## src/rtl/mem_arb_pkg.sv

```systemverilog
// Shared definitions for the external memory port arbiter.
// FSM state encoding, port identifiers and default bus widths.
package mem_arb_pkg;

  localparam int ADDR_W_DEF = 32;
  localparam int DATA_W_DEF = 256;

  // state     | meaning
  // ST_IDLE   | waiting for a request, winner latched on exit
  // ST_BUSY   | external access in flight, waiting for ext_mem_ack
  // ST_DONE   | one-cycle completion, ack and read data to the owner
  localparam logic [1:0] ST_IDLE = 2'd0;
  localparam logic [1:0] ST_BUSY = 2'd1;
  localparam logic [1:0] ST_DONE = 2'd2;

  localparam logic PORT_IF = 1'b0;
  localparam logic PORT_DC = 1'b1;

endpackage

```

## src/rtl/mem_arb_pick.sv

```systemverilog
// Combinational winner select between the two refill masters.
// Build option MEM_ARB_RR_EN: defined selects round-robin on ties,
// undefined gives port 1 (data cache) fixed priority.
module mem_arb_pick
  import mem_arb_pkg::*;
(
  input  logic [1:0] req,
  input  logic       last_grant,
  output logic       grant_valid,
  output logic       grant_id
);

`ifdef MEM_ARB_RR_EN
  // On a tie the port that was not granted last wins; a lone requester always wins.
  always_comb begin
    grant_valid = |req;
    if (req == 2'b11) grant_id = ~last_grant;
    else              grant_id = req[1] ? PORT_DC : PORT_IF;
  end
`else
  logic unused_last_grant;
  assign unused_last_grant = last_grant;

  // Data cache refill/writeback always beats instruction fetch.
  always_comb begin
    grant_valid = |req;
    grant_id    = req[1] ? PORT_DC : PORT_IF;
  end
`endif

endmodule

```

## src/rtl/mem_port_arbiter.sv

```systemverilog
// Shares the external 256-bit memory port between the instruction-fetch
// refill path (port 0) and the data cache refill/writeback path (port 1).
// One transfer at a time: latch request, run the ext_mem handshake,
// then pulse a one-cycle ack with read data back to the owner.
// Tie-break policy is selected by the MEM_ARB_RR_EN macro (see mem_arb_pick).
module mem_port_arbiter
  import mem_arb_pkg::*;
#(
  parameter int ADDR_W = ADDR_W_DEF,
  parameter int DATA_W = DATA_W_DEF
) (
  input  logic              clk,
  input  logic              rst,
  input  logic [ADDR_W-1:0] p0_addr_i,
  input  logic [DATA_W-1:0] p0_data_i,
  input  logic              p0_cs_i,
  input  logic              p0_we_i,
  output logic [DATA_W-1:0] p0_data_o,
  output logic              p0_ack_o,
  input  logic [ADDR_W-1:0] p1_addr_i,
  input  logic [DATA_W-1:0] p1_data_i,
  input  logic              p1_cs_i,
  input  logic              p1_we_i,
  output logic [DATA_W-1:0] p1_data_o,
  output logic              p1_ack_o,
  output logic [ADDR_W-1:0] ext_mem_addr,
  output logic [DATA_W-1:0] ext_mem_data_o,
  output logic              ext_mem_cs,
  output logic              ext_mem_we,
  input  logic [DATA_W-1:0] ext_mem_data_i,
  input  logic              ext_mem_ack
);

  logic [1:0]        state_q, state_d;
  logic              owner_q;
  logic              last_grant_q;
  logic [ADDR_W-1:0] addr_q;
  logic [DATA_W-1:0] wdata_q;
  logic              we_q;
  logic [DATA_W-1:0] rdata_q;
  logic [DATA_W-1:0] p0_hold_q;
  logic [DATA_W-1:0] p1_hold_q;

  logic              grant_valid;
  logic              grant_id;

  mem_arb_pick u_pick (
    .req         ({p1_cs_i, p0_cs_i}),
    .last_grant  (last_grant_q),
    .grant_valid (grant_valid),
    .grant_id    (grant_id)
  );

  // Next-state logic; the unused encoding falls back to IDLE.
  always_comb begin
    state_d = state_q;
    case (state_q)
      ST_IDLE: if (grant_valid) state_d = ST_BUSY;
      ST_BUSY: if (ext_mem_ack) state_d = ST_DONE;
      ST_DONE: state_d = ST_IDLE;
      default: state_d = ST_IDLE;
    endcase
  end

  // State, request latch, read data capture and grant history.
  always_ff @(posedge clk) begin
    if (rst) begin
      state_q      <= ST_IDLE;
      owner_q      <= PORT_IF;
      last_grant_q <= PORT_DC;
      addr_q       <= '0;
      wdata_q      <= '0;
      we_q         <= 1'b0;
      rdata_q      <= '0;
      p0_hold_q    <= '0;
      p1_hold_q    <= '0;
    end else begin
      state_q <= state_d;
      if (state_q == ST_IDLE && grant_valid) begin
        owner_q <= grant_id;
        addr_q  <= grant_id ? p1_addr_i : p0_addr_i;
        wdata_q <= grant_id ? p1_data_i : p0_data_i;
        we_q    <= grant_id ? p1_we_i   : p0_we_i;
      end
      // Read data is captured on writes too; the owner simply ignores it.
      if (state_q == ST_BUSY && ext_mem_ack) rdata_q <= ext_mem_data_i;
      if (state_q == ST_DONE) begin
        last_grant_q <= owner_q;
        if (owner_q == PORT_IF) p0_hold_q <= rdata_q;
        else                    p1_hold_q <= rdata_q;
      end
    end
  end

  // Output decode: handshake only in BUSY, ack and fresh data only in DONE.
  always_comb begin
    ext_mem_cs     = (state_q == ST_BUSY);
    ext_mem_we     = (state_q == ST_BUSY) && we_q;
    ext_mem_addr   = addr_q;
    ext_mem_data_o = wdata_q;
    p0_ack_o       = (state_q == ST_DONE) && (owner_q == PORT_IF);
    p1_ack_o       = (state_q == ST_DONE) && (owner_q == PORT_DC);
    p0_data_o      = p0_ack_o ? rdata_q : p0_hold_q;
    p1_data_o      = p1_ack_o ? rdata_q : p1_hold_q;
  end

endmodule

```

## config.mk

```make
export PLATFORM = sky130hd
export DESIGN_NAME = mem_port_arbiter
export DESIGN_NICKNAME = d
export VERILOG_FILES = /design/src/rtl/mem_arb_pkg.sv /design/src/rtl/mem_arb_pick.sv /design/src/rtl/mem_port_arbiter.sv
export SDC_FILE = /design/constraint.sdc
export NUM_CORES = 2
export LEC_CHECK = 0
export ABC_AREA = 1
export ABC_CLOCK_PERIOD_IN_PS = 3800
export CAP_MARGIN = 20
export CORE_AREA = 2 2 636 638
export DETAILED_ROUTE_END_ITERATION = 8
export DIE_AREA = 0 0 638 640
export PLACE_DENSITY = 0.37
export SLEW_MARGIN = 20
export SYNTH_ARGS = -nofsm -noshare
export SYNTH_HDL_FRONTEND = slang
export SYNTH_SLANG_ARGS = --single-unit
```

## constraint.sdc

```tcl
create_clock -name clk -period 3.8 [get_ports clk]
set_input_delay 0.76 -clock clk [delete_from_list [all_inputs] [get_ports clk]]
set_output_delay 0.76 -clock clk [all_outputs]
set_load 0.05 [all_outputs]
```

==> run_results.csv <==
group,metric,value,unit
place,gp_congestion,0.936,
timing,grt_setup_unrepaired,"false",
worst_setup_path,critPathLaunchType,"register",
synth,yosysSeqAreaShare,44.7,%
timing,fin_crit,3.57,ns
place,io_buffers,1642,
synth,synth_edf_count,0,
hold_path,min_from,"rst",
timing,max-slew-margin-rel,37.8,%
global_route,grt_pass1_vias,47100,
global_route,antenna_found_initial,191,
outcome,status,"finished, final reports clean",
finish,drive_gt1_share,9.40,%
run,maxCapViolations,0,
synth,ys_async_sr_fraction,0,%
finish,final_core_util,19.0,%
finish,fin_area,0.0765,sq mm
timing,setup_tns,0,ns
detailed_routing,first_pass_iters,5,
synth,synth_flop_cell,"dfxtp_1",
hold_path,hold_path_class,"input pin to register",
worst_setup_path,crit_path_max_fanout,56,
clocking,ctsHoldBuffers,0,
floorplanning,initial_core_util,11.8,%
clocking,cts-buffers-inserted,153,
floorplanning,num_rows,233,
synth,synthMuxAreaShare,0,%
global_route,grt_usage,15.9,%
worst_setup_path,reg2reg_from,"state_q[0]",
global_route,overflow,0,
place,dpl_worst_slack,0.614,ns
detailed_routing,wl_per_cell,23.8,microns
synth,avgSynthCellArea,6.37,sq um
synth,synthSimpleGateAreaFrac,35.0,%
clocking,cts_sinks,1060,
timing,fin_worst_skew,0.0770,ns
synth,synth_fa_ha_area_share,0,%
clocking,htree_num_levels,4,
timing,tightestPinTransition,0.930,ns
synth,synth_top_area_share,44.7,%
timing,finalCritPeriodShare,93.9,%
power,total_leakage_power,37.7,nW
synth,yosys_warnings,0,
detailed_routing,drt_wl_total,341000,microns
synth,synthXorXnorAreaFrac,0,%
worst_setup_path,critPathLaunch,"state_q[0]",
synth,synthTopCellsByArea,"dfxtp_1 45%, nand2_1 20%, inv_1 10%",
clocking,clk_latency,0.86,ns
worst_setup_path,worstPathArrival,2.81,ns
synth,syn_inst,7451,
finish,fillers,45800,
power,power_density,468,mW/mm^2
finish,fin_nets,9731,
floorplanning,coreArea,0.401,sq mm
global_route,grt_max_degree,151,
floorplanning,dieWidth,638,microns
timing,fmax,280,MHz
detailed_routing,drt-vias-per-instance,3.52,
synth,ys_ff_latch,1060,
detailed_routing,vias,50500,
detailed_routing,route.detailed.drc,0,
floorplanning,io_pins,1643,
place,placed_area,0.0710,sq mm
worst_setup_path,worstPathRequired,3.04,ns
detailed_routing,first_iter_violations,4012,
clocking,clock_path_buffers,4,
synth,synth_top_area_cell,"dfxtp_1",
clocking,cts_root_buf,"clkbuf_16",
synth,syn_nets,8290,
floorplanning,die_h,640,microns
global_route,grt_pass1_wl,442000,microns
synth,yosysUniqueCellTypes,18,
worst_setup_path,cp-end-kind,"output pin",
timing,maxSlewViolCount,0,
timing,setup_ws,0.231,ns
floorplanning,die_area,0.408,sq mm
clocking,clk_pin_slew,0.06,ns
power,power,35.7,mW
place,hpwlAfterDp,271000,microns
timing,hold_viol_final,0,
power,irDropWorstVdd,0.305,mV
finish,area_delta_synth_final,61.1,%
synth,synthMostInstantiatedCell,"nand2_1",
timing,setup_viol,0,
detailed_routing,ant_nets,0,
clocking,cts_tree,"built",
worst_setup_path,crit_type,"register to output pin",
synth,synth_compound_area_share,5.42,%
synth,synth_area,0.0475,sq mm
synth,yosys-top-cells-count,"2,474 x nand2_1, 1,319 x inv_1, 1,093 x nor2_1",
synth,synth_top_family_by_area,"simple AND/OR/NAND/NOR gates",
[metrics by stage]
step / hold WS (ns) / std cells
floorplan: 0.449 / 7451
global placement: 0.470 / 14000
detailed placement: 0.469 / 14000
CTS: 0.195 / 14300
global route: 0.230 / 14300
finish: 0.282 / 14300
[layout make-up]
cell class | instances | area (sq um) | share of cell area [%]
Sequential cell | 1060 | 21200 | 27.8
Multi-Input combinational cell | 4601 | 19300 | 25.2
Timing Repair Buffer | 1754 | 19000 | 24.9
Tap cell | 5287 | 6620 | 8.65
Inverter | 1322 | 4990 | 6.53
Clock buffer | 228 | 4550 | 5.96
Clock inverter | 43 | 653 | 0.854
Antenna cell | 33 | 82.6 | 0.108
[power breakdown]
| group | internal, mW | switching, mW | leakage (nW) |
|---|---|---|---|
| Combinational | 2.71 | 5.49 | 26.6 |
| Sequential | 11.7 | 0.547 | 8.65 |
| Clock | 9.07 | 6.19 | 2.54 |
[sequential cells by signal (all words and copies together) (netlist names)]
| name | flops |
|---|---|
| ext_mem_data_o | 256 |
| p0_hold_q | 256 |
| p1_hold_q | 256 |
| rdata_q | 256 |
| ext_mem_addr | 32 |
| state_q | 2 |
| owner_q | 1 |
| we_q | 1 |
[logic make-up after synthesis]
kind of cell | count (synthesis)
and+or+nand+nor | 4084
AOI/OAI and AO/OA | 514
DFF | 1060
buffers and inverters | 1793
[per-layer routing]
layer	vias to the layer above	track usage, %	share of wire (%)
met2	1775	24.6	44
met3	420	4.18	7.4
met5	-	0	0.067
met1	23400	21.8	46
met4	36	4.10	2.4
li1	24800	-	-
[final timing paths]
kind,slack [ns],endpoint,cells after the start
worst max-delay path,0.23,p1_data_o[168],8
worst min-delay path,0.28,p1_hold_q[53],2
worst max register to register,1.56,rdata_q[167],6
worst min register to register,0.47,rdata_q[58],2
[worst max-delay path, stage by stage, from the launching register on]
cell	delay, ns
dfxtp_2	0.37
inv_6	0.22
nand3_4	0.10
buf_4	0.15
buf_12	0.16
buf_12	0.24
o21ai_0	0.36
inv_1	0.08
buf_4	0.20
[placed cells by master (no fill, tap or decap)]
cell type,instances
nand3b_1,256
clkbuf_16,156
clkinv_2,13
clkdlybuf4s50_1,1125
o21ai_1,2
dlygate4sd2_1,24
inv_6,7
dfxtp_2,1
nand2_1,2473
buf_6,1
buf_16,4
buf_8,3
nand2_4,1
nand3_4,5
nor3_1,1
nor2_4,2
dfxtp_4,2
clkinv_4,1
inv_16,1
o21ai_0,254
dlymetal6s2s_1,12
nor2_1,1092
nand3_1,256
buf_4,357
clkbuf_8,40
bufinv_16,11
dfxtp_1,1057
inv_1,1318
inv_8,3
clkinv_8,3
clkbuf_1,33
diode_2,33
buf_12,227
clkinv_16,3
clkinvlp_4,5
a21oi_1,258
nand3_2,1
[timing repair]
item                                    4_1_cts  5_1_grt
pin swaps                                     3        0
gates cloned                                  3        1
setup buffers                                 7        0
gates resized for setup                      35       17
endpoints found under the setup margin      496       42
(Power assumes the default switching activity.)
